`src/rtl/i2c_interconnect_arb.sv`:
```
// Wired-AND I2C interconnect between internal controllers and open-drain pads,
// with a filtered bus monitor that tracks START/STOP, ownership and stuck-SCL.
module i2c_interconnect_arb #(
  parameter int N_CTRL        = 4,
  parameter int N_DEV         = 4,
  parameter int SYNC_STAGES   = 2,
  parameter int FILT_LEN      = 3,
  parameter int STUCK_TIMEOUT = 4096
) (
  input  logic                        clk,
  input  logic                        rst,
  input  logic [N_CTRL-1:0]           ctrl_en,
  input  logic                        excl_en,
  input  logic [N_CTRL-1:0]           ctrl_scl_o,
  input  logic [N_CTRL-1:0]           ctrl_sda_o,
  input  logic [N_CTRL-1:0]           ctrl_scl_t,
  input  logic [N_CTRL-1:0]           ctrl_sda_t,
  output logic [N_CTRL-1:0]           ctrl_scl_i,
  output logic [N_CTRL-1:0]           ctrl_sda_i,
  input  logic [N_DEV-1:0]            dev_scl_i,
  input  logic [N_DEV-1:0]            dev_sda_i,
  output logic [N_DEV-1:0]            dev_scl_o,
  output logic [N_DEV-1:0]            dev_sda_o,
  output logic [N_DEV-1:0]            dev_scl_t,
  output logic [N_DEV-1:0]            dev_sda_t,
  output logic                        bus_busy,
  output logic [$clog2(N_CTRL+1)-1:0] bus_owner,
  output logic                        bus_stuck,
  output logic [15:0]                 start_cnt
);

  localparam int OW = $clog2(N_CTRL + 1);
  localparam int FW = (FILT_LEN > 1) ? $clog2(FILT_LEN) : 1;
  localparam int CW = $clog2(STUCK_TIMEOUT + 1);
  localparam logic [OW-1:0] OWNER_NONE = OW'(N_CTRL);
  localparam logic [CW-1:0] STUCK_MAX  = CW'(STUCK_TIMEOUT);

  localparam logic [1:0] ST_IDLE  = 2'd0;
  localparam logic [1:0] ST_BUSY  = 2'd1;
  localparam logic [1:0] ST_STUCK = 2'd2;

  logic [1:0]             state_reg, state_next;
  logic [OW-1:0]          owner_reg, owner_next;
  logic [15:0]            start_cnt_reg, start_cnt_next;
  logic [CW-1:0]          stuck_cnt_reg, stuck_cnt_next;
  logic [SYNC_STAGES-1:0] scl_sync_reg, sda_sync_reg;
  logic [1:0]             filt_reg, filt_next;
  logic [FW-1:0]          filt_cnt_reg  [2];
  logic [FW-1:0]          filt_cnt_next [2];

  logic [N_CTRL-1:0] masked, scl_pull, sda_pull;
  logic              scl_low, sda_low, scl_res, sda_res;
  logic [1:0]        sync_out;
  logic              scl_prev, scl_cur, sda_prev, sda_cur;
  logic              start_det, stop_det;
  logic [OW-1:0]     owner_cand;

  // Non-owners are gated off only while a real controller holds the bus exclusively.
  for (genvar gi = 0; gi < N_CTRL; gi++) begin : g_ctrl
    assign masked[gi]   = excl_en & bus_busy & (owner_reg != OWNER_NONE) & (owner_reg != OW'(gi));
    assign scl_pull[gi] = ctrl_en[gi] & ~ctrl_scl_t[gi] & ~ctrl_scl_o[gi] & ~masked[gi];
    assign sda_pull[gi] = ctrl_en[gi] & ~ctrl_sda_t[gi] & ~ctrl_sda_o[gi] & ~masked[gi];
    assign ctrl_scl_i[gi] = scl_res;
    assign ctrl_sda_i[gi] = sda_res;
  end

  assign scl_low = |scl_pull;
  assign sda_low = |sda_pull;
  assign scl_res = ~scl_low & (&dev_scl_i);
  assign sda_res = ~sda_low & (&dev_sda_i);

  for (genvar gi = 0; gi < N_DEV; gi++) begin : g_dev
    assign dev_scl_o[gi] = 1'b0;
    assign dev_sda_o[gi] = 1'b0;
    assign dev_scl_t[gi] = ~scl_low;
    assign dev_sda_t[gi] = ~sda_low;
  end

  // Synchronizers shift in at bit 0 and present the settled value at the MSB.
  always_ff @(posedge clk) begin
    if (rst) begin
      scl_sync_reg <= '1;
      sda_sync_reg <= '1;
    end else begin
      scl_sync_reg <= {scl_sync_reg[SYNC_STAGES-2:0], scl_res};
      sda_sync_reg <= {sda_sync_reg[SYNC_STAGES-2:0], sda_res};
    end
  end

  assign sync_out = {sda_sync_reg[SYNC_STAGES-1], scl_sync_reg[SYNC_STAGES-1]};

  // Counter tracks consecutive samples disagreeing with the filtered level.
  always_comb begin
    for (int i = 0; i < 2; i++) begin
      filt_next[i]     = filt_reg[i];
      filt_cnt_next[i] = '0;
      if (sync_out[i] != filt_reg[i]) begin
        if (filt_cnt_reg[i] == FW'(FILT_LEN - 1)) begin
          filt_next[i] = sync_out[i];
        end else begin
          filt_cnt_next[i] = filt_cnt_reg[i] + 1'b1;
        end
      end
    end
  end

  always_ff @(posedge clk) begin
    if (rst) begin
      filt_reg <= 2'b11;
      for (int i = 0; i < 2; i++) filt_cnt_reg[i] <= '0;
    end else begin
      filt_reg <= filt_next;
      for (int i = 0; i < 2; i++) filt_cnt_reg[i] <= filt_cnt_next[i];
    end
  end

  // Events use the filter's incoming value so the FSM reacts on the same edge.
  assign scl_prev  = filt_reg[0];
  assign scl_cur   = filt_next[0];
  assign sda_prev  = filt_reg[1];
  assign sda_cur   = filt_next[1];
  assign start_det = scl_prev & scl_cur & sda_prev & ~sda_cur;
  assign stop_det  = scl_prev & scl_cur & ~sda_prev & sda_cur;

  always_comb begin
    owner_cand = OWNER_NONE;
    for (int i = N_CTRL - 1; i >= 0; i--) begin
      if (ctrl_en[i] & ~ctrl_sda_t[i] & ~ctrl_sda_o[i]) owner_cand = OW'(i);
    end
  end

  always_comb begin
    state_next     = state_reg;
    owner_next     = owner_reg;
    start_cnt_next = start_cnt_reg;
    stuck_cnt_next = stuck_cnt_reg;
    case (state_reg)
      ST_IDLE, ST_BUSY: begin
        if (start_det) begin
          state_next     = ST_BUSY;
          owner_next     = owner_cand;
          start_cnt_next = start_cnt_reg + 16'd1;
        end else if (stop_det && (state_reg == ST_BUSY)) begin
          state_next = ST_IDLE;
          owner_next = OWNER_NONE;
        end
        if (!scl_cur) begin
          if (stuck_cnt_reg != STUCK_MAX) stuck_cnt_next = stuck_cnt_reg + 1'b1;
          if (stuck_cnt_reg >= STUCK_MAX - 1'b1) begin
            state_next = ST_STUCK;
            owner_next = OWNER_NONE;
          end
        end else begin
          stuck_cnt_next = '0;
        end
      end
      ST_STUCK: begin
        stuck_cnt_next = '0;
        if (scl_cur && sda_cur) state_next = ST_IDLE;
      end
      default: begin
        state_next     = ST_IDLE;
        owner_next     = OWNER_NONE;
        stuck_cnt_next = '0;
      end
    endcase
  end

  always_ff @(posedge clk) begin
    if (rst) begin
      state_reg     <= ST_IDLE;
      owner_reg     <= OWNER_NONE;
      start_cnt_reg <= '0;
      stuck_cnt_reg <= '0;
    end else begin
      state_reg     <= state_next;
      owner_reg     <= owner_next;
      start_cnt_reg <= start_cnt_next;
      stuck_cnt_reg <= stuck_cnt_next;
    end
  end

  assign bus_busy  = (state_reg == ST_BUSY);
  assign bus_stuck = (state_reg == ST_STUCK);
  assign bus_owner = owner_reg;
  assign start_cnt = start_cnt_reg;

endmodule
```
`config.mk`:
```
export PLATFORM = sky130hd
export DESIGN_NAME = i2c_interconnect_arb
export DESIGN_NICKNAME = d
export VERILOG_FILES = /design/src/rtl/i2c_interconnect_arb.sv
export SDC_FILE = /design/constraint.sdc
export NUM_CORES = 1
export LEC_CHECK = 0
export ABC_AREA = 1
export BUFFER_PORTS_ARGS = -buffer_cell sky130_fd_sc_hd__buf_2
export CORE_MARGIN = 5
export CORE_UTILIZATION = 25
export CTS_CLUSTER_DIAMETER = 200
export DETAILED_ROUTE_END_ITERATION = 10
export GPL_TIMING_DRIVEN = 0
export SYNTH_ARGS = -nofsm -noshare
export SYNTH_HDL_FRONTEND = slang
export SYNTH_SLANG_ARGS = --single-unit
```
`constraint.sdc`:
```
create_clock -name clk -period 2.4 [get_ports clk]
set_clock_uncertainty 0.05 [all_clocks]
set_input_delay 0.24 -clock clk [delete_from_list [all_inputs] [get_ports clk]]
set_output_delay 0.24 -clock clk [all_outputs]
set_load 0.005 [all_outputs]
```
# Yosys cells after proc, flatten, opt, wreduce, memory -nomap -nowiden
# Memory sizes are Yosys's and may differ from the RTL's.
# Cells that the tools add are included.
[classes]
addsub = 4
magnitude_cmp = 1
eq_ne = 12
muxes = 28
bitwise_logic = 64
n_reduce_logical = 11
[op_table]
columns = ["op", "count"]
rows = [
  ["AND 1 bit", 37],
  ["inverter 1 bit", 25],
  ["two-way mux 3 bit", 8],
  ["two-way mux 2 bit", 11],
  ["adder 16 x 1 -> 16 bit (second input constant)", 1],
  ["adder 13 x 1 -> 13 bit (second input constant)", 1],
  ["greater-or-equal comparator 13 x 12 -> 1 bit (second input constant)", 1],
  ["inequality test 13 bit (second input constant)", 1],
  ["AND reduction 4 bit", 2],
  ["OR reduction 4 bit", 2],
  ["two-way mux 1 bit", 7],
  ["equality test 2 bit (second input constant)", 3],
  ["inequality test 3 x 2 -> 1 bit (second input constant)", 2],
  ["case mux 3 bit (2 select lines)", 1],
  ["adder 2 x 1 -> 2 bit (second input constant)", 2],
  ["case mux 2 bit (2 select lines)", 1],
  ["inequality test 3 x 1 -> 1 bit (second input constant)", 1],
  ["inequality test 3 bit (second input constant)", 1],
  ["nonzero test 3 bit", 1],
  ["OR reduction 3 bit", 1],
  ["equality test 2 x 1 -> 1 bit (second input constant)", 1],
  ["logical AND 1 bit", 2],
  ["zero test 2 bit", 1],
  ["inequality test 1 bit", 2],
  ["4 further kinds", 5],
]
[word_totals]
register_bits = 40
ram_bits = 4
input_bits = 31
elab_cells = 128
mem_count = 1
[memory_table]
columns = ["name", "depth", "width", "rd", "rd_clocked_by_memory_dff", "wr", "line", "source"]
rows = [
  ["filt_cnt_reg", 2, 2, 2, 0, 2, "48", "logic [FW-1:0] filt_cnt_reg [2];"],
]

# Depth between registers and ports, before layout
# An unclocked memory read counts as a cell.
[logic_depth]
depth_word = 13
ltp_mapped = 13
ltp_nobuf = 13

# Worst setup path before layout
# Ideal clock, no wire load.
[synth_path]
kind = "register to output"
startpoint = "reg state_reg[1]"
endpoint = "out ctrl_scl_i[0]"
arrival_ns = 1.378
required_ns = 2.110
path_slack_ns = 0.732
path_stages_with_launch = 11
n_path_buf = 1
cell_sequence = "dfxtp_1 > inv_4 > nand3_4 > a31oi_4 > nand2_1 > nand2_1 > nand2_1 > nor2_2 > nand2_1 > inv_1 > buf_4"
[synth_between]
elab_chain_len = 9
[synth_lines]
columns = ["item", "line", "source"]
rows = [
  ["start, declared", "42", "logic [1:0] state_reg, state_next;"],
  ["start signal, assigned", "176", "state_reg <= state_next;"],
  ["equality test 2 x 1 -> 1 bit (*)", "183", "assign bus_busy = (state_reg == ST_BUSY);"],
  ["AND 1 bit (*) (2 in a row)", "60", "assign masked[gi] = excl_en & bus_busy & (owner_reg != OWNER_NONE) & (owner_reg != OW'(gi));"],
  ["AND 1 bit", "60", ""],
  ["inverter 1 bit", "61", "assign scl_pull[gi] = ctrl_en[gi] & ~ctrl_scl_t[gi] & ~ctrl_scl_o[gi] & ~masked[gi];"],
  ["AND 1 bit", "61", ""],
  ["OR reduction 4 bit (*)", "67", "assign scl_low = |scl_pull;"],
  ["inverter 1 bit (*)", "-", ""],
  ["via dev_scl_t[0]", "24", "output logic [N_DEV-1:0] dev_scl_t,"],
  ["AND 1 bit (*)", "69", "assign scl_res = ~scl_low & (&dev_scl_i);"],
  ["end, declared", "18", "output logic [N_CTRL-1:0] ctrl_scl_i,"],
]
# The timed path passes the listed nets; every way through them passes the cells marked *.

# Worst setup path after layout
[layout_path]
startpoint = "reg state_reg[1]"
endpoint = "out ctrl_scl_i[2]"
[layout_between]
elab_chain_len = 9
[layout_lines]
columns = ["item", "line"]
rows = [
  ["equality test 2 x 1 -> 1 bit (*)", "183"],
  ["AND 1 bit (*) (2 in a row)", "60"],
  ["AND 1 bit", "60"],
  ["inverter 1 bit", "61"],
  ["AND 1 bit", "61"],
  ["OR reduction 4 bit (*)", "67"],
  ["inverter 1 bit (*)", "69"],
  ["AND 1 bit (*)", "69"],
]
# Mark *: on every way between the ends. The rest lies on a longest branch, timed or not.

==> metrics.txt <==
LEAKAGE=0.00151 uW; WP data required=2110 ps; H-tree levels=2; maxcap violations=0; clock root cell=clkbuf_8; Post-Syn Area=2640 sq um; Post-synth top flop=dfxtp_1; pin count of the biggest net entering global routing=15; Crit-path slowest cell=dfxtp_2; arrival time at the worst endpoint=1910 ps; Cells after Synth=403; nature of the critical path endpoint=output port; Final WS setup=203 ps; slew margin rel.=60.9%; layout cells sized above 1=24.4%; Post-CTS Setup Bufs=0; Yosys reg bits=44; fin nets=519; Worst setup SP type=flip-flop; Area growth syn-to-layout=24.7%; Syn Area/Cell=6.54 sq um; EDFF count, synth=0; most frequent cells in the layout=nand2_1 (108), buf_2 (66), nor2_1 (56), inv_1 (49), dfxtp_1 (42); CTS sink cnt=44; 1st-iter DRT viols=136; Yosys cell types=36; TritonCTS buffer count=5; Die Footprint=12700 sq um; chip width=113 microns; initial antenna violation count=0; Fin. Hold Viols=0; hold buffer count at CTS=0; Max Freq=455 MHz; Most common cell on crit path=nand2_1; Tmin final=2200 ps; Site Rows=37; starting density of the core=25.5%; Total GRT Usage=10.3%; first-pass GRT wire length=11.2 mm; DP HPWL=5.06 mm; post-synthesis sequential area ratio=33.4%; final instance area=3290 sq um; final worst path period share=91.5%; Post-synth ARST share=0%; Ys Warns=0; vias=2610; Port Buffers=66; vias in the first global route=2581; maximum vdd ir drop=0.000172 V; core area=10300 sq um; area of the multi-input gates=1400 sq um; most common cell after layout, fill and taps aside=nand2_1; PD cells=439 nW/um^2; Slowest Stage Delay on Critical Path=370 ps; Max clock buf depth=2; cell area after placement=3160 sq um; wire per inst=10.3 microns; # IOs=76; DP Worst Slack=416 ps; RSZ-0062 raised after global routing=no; Final Max Tran Viols=0; hold crit path type=input pin to flip-flop; total grt overflow=0; status=completed; GPL Wtd Cong=0.802; Worst Path Max Fanout=9; fill cell count=1148; TritonRoute pass-1 iters=4; FF+latch area=883 sq um; CTS tree=built; Vert. Die Dim=113 microns; WL final=6.37 mm; max reg flops=16; ANT nets after route=0; Worst-Margin Slew=586 ps; Vias per Instance=4.21; antenna diode count=0; minimum hold slack=215 ps; cells along the critical path=inv_4 > nand3_4 > a31oi_4 > nand2_1 > nand2_1 > nand2_1 > nor2_4 > nand2_1 > inv_1 > buf_4 > buf_2; setup tns final=0 ps; Clk Latency, worst-skew pair=300 ps; residual DRC count=0; Clock Pin Slew Worst Setup and Hold Paths=80 ps; Setup CP Type=flip-flop to output port; final setup fails=0
[metal layers]
layer | vias up | global-route usage [%] | wire length (microns)
met5 | - | 0 | 0
li1 | 1393 | - | -
met1 | 1150 | 12.5 | 2940
met2 | 60 | 17.7 | 2990
met3 | 7 | 2.10 | 342
met4 | 0 | 4.01 | 97
[Yosys cell counts, types with 2 or more instances]
master    number  area share, %
nand2_1      108             15
nor2_1        56            8.0
inv_1         49            7.0
dfxtp_1       44             33
a21oi_1       23            4.4
buf_4         23            6.6
nand3_1       22            4.2
o21ai_0       12            2.3
nor3_1        10            1.9
nand4_1        6            1.4
ha_1           5            2.4
xnor2_1        5            1.7
xor2_1         4            1.3
clkbuf_1       3           0.43
nand2_2        3           0.71
nor2_2         3           0.71
nor2_4         3            1.3
or2_2          3           0.71
inv_2          2           0.29
nand3b_1       2           0.57
o211ai_1       2           0.57
[critical path, delay by kind of cell (launching register included)]
kind	cells	cell delay, ps
buffers and inverters	4	460
AND/OR/NAND/NOR	6	590
flip-flops	1	370
AO/OA/AOI/OAI	1	190
[through the flow]
stage / std cells / util (%) / total power [uW]
after floorplan: 410 / - / 834
after global placement: 612 / 30.6 / 887
after detailed placement: 612 / 30.6 / 889
after CTS: 620 / 31.7 / 1470
after global routing: 620 / 31.8 / 1520
final: 620 / 31.8 / 1440
[what timing repair did]
item | CTS | global route
hold endpoints to repair | 0 | 0
endpoints found under the setup margin | 0 | 8
gates resized for setup | 0 | 4
[where the power goes]
| group | internal [uW] | switching, uW |
|---|---|---|
| combinational | 70.1 | 62.6 |
| sequential | 736 | 4.28 |
| clock | 308 | 263 |
| total | 1110 | 330 |
[area by class of cell]
cell class	count	share of cell area (%)
flip-flops and latches	44	26.9
well taps	136	5.18
clock inverters	3	1.29
plain buffers	27	5.94
multi-input cells	287	42.5
clock buffers	5	2.09
inverters	52	6.02
repair buffers	66	10.1
[final timing paths]
check / slack, ps / to / startpoint / cells after the start
worst max-delay path: 200 / ctrl_scl_i[2] / state_reg[1] / 11
worst min-delay path: 210 / sda_sync_reg[0] / dev_sda_i[1] / 5
worst max register to register: 690 / start_cnt[9] / filt_cnt_reg[0][0] / 12
worst min register to register: 360 / filt_cnt_reg[0][2] / filt_cnt_reg[0][2] / 1
[cells by family (layout without fill, tap and decap cells)]
family | Yosys count | after routing | share of synthesized area, %
flops | 44 | 44 | 33.4
xor+xnor | 9 | 9 | 2.99
simple gates | 223 | 223 | 37.1
fa+ha+maj | 5 | 5 | 2.37
buf+inv | 79 | 153 | 14.9
compound gates | 42 | 42 | 9.02
other cells | 1 | 8 | 0.142
Note: power is estimated with default switching activity, not from simulation.
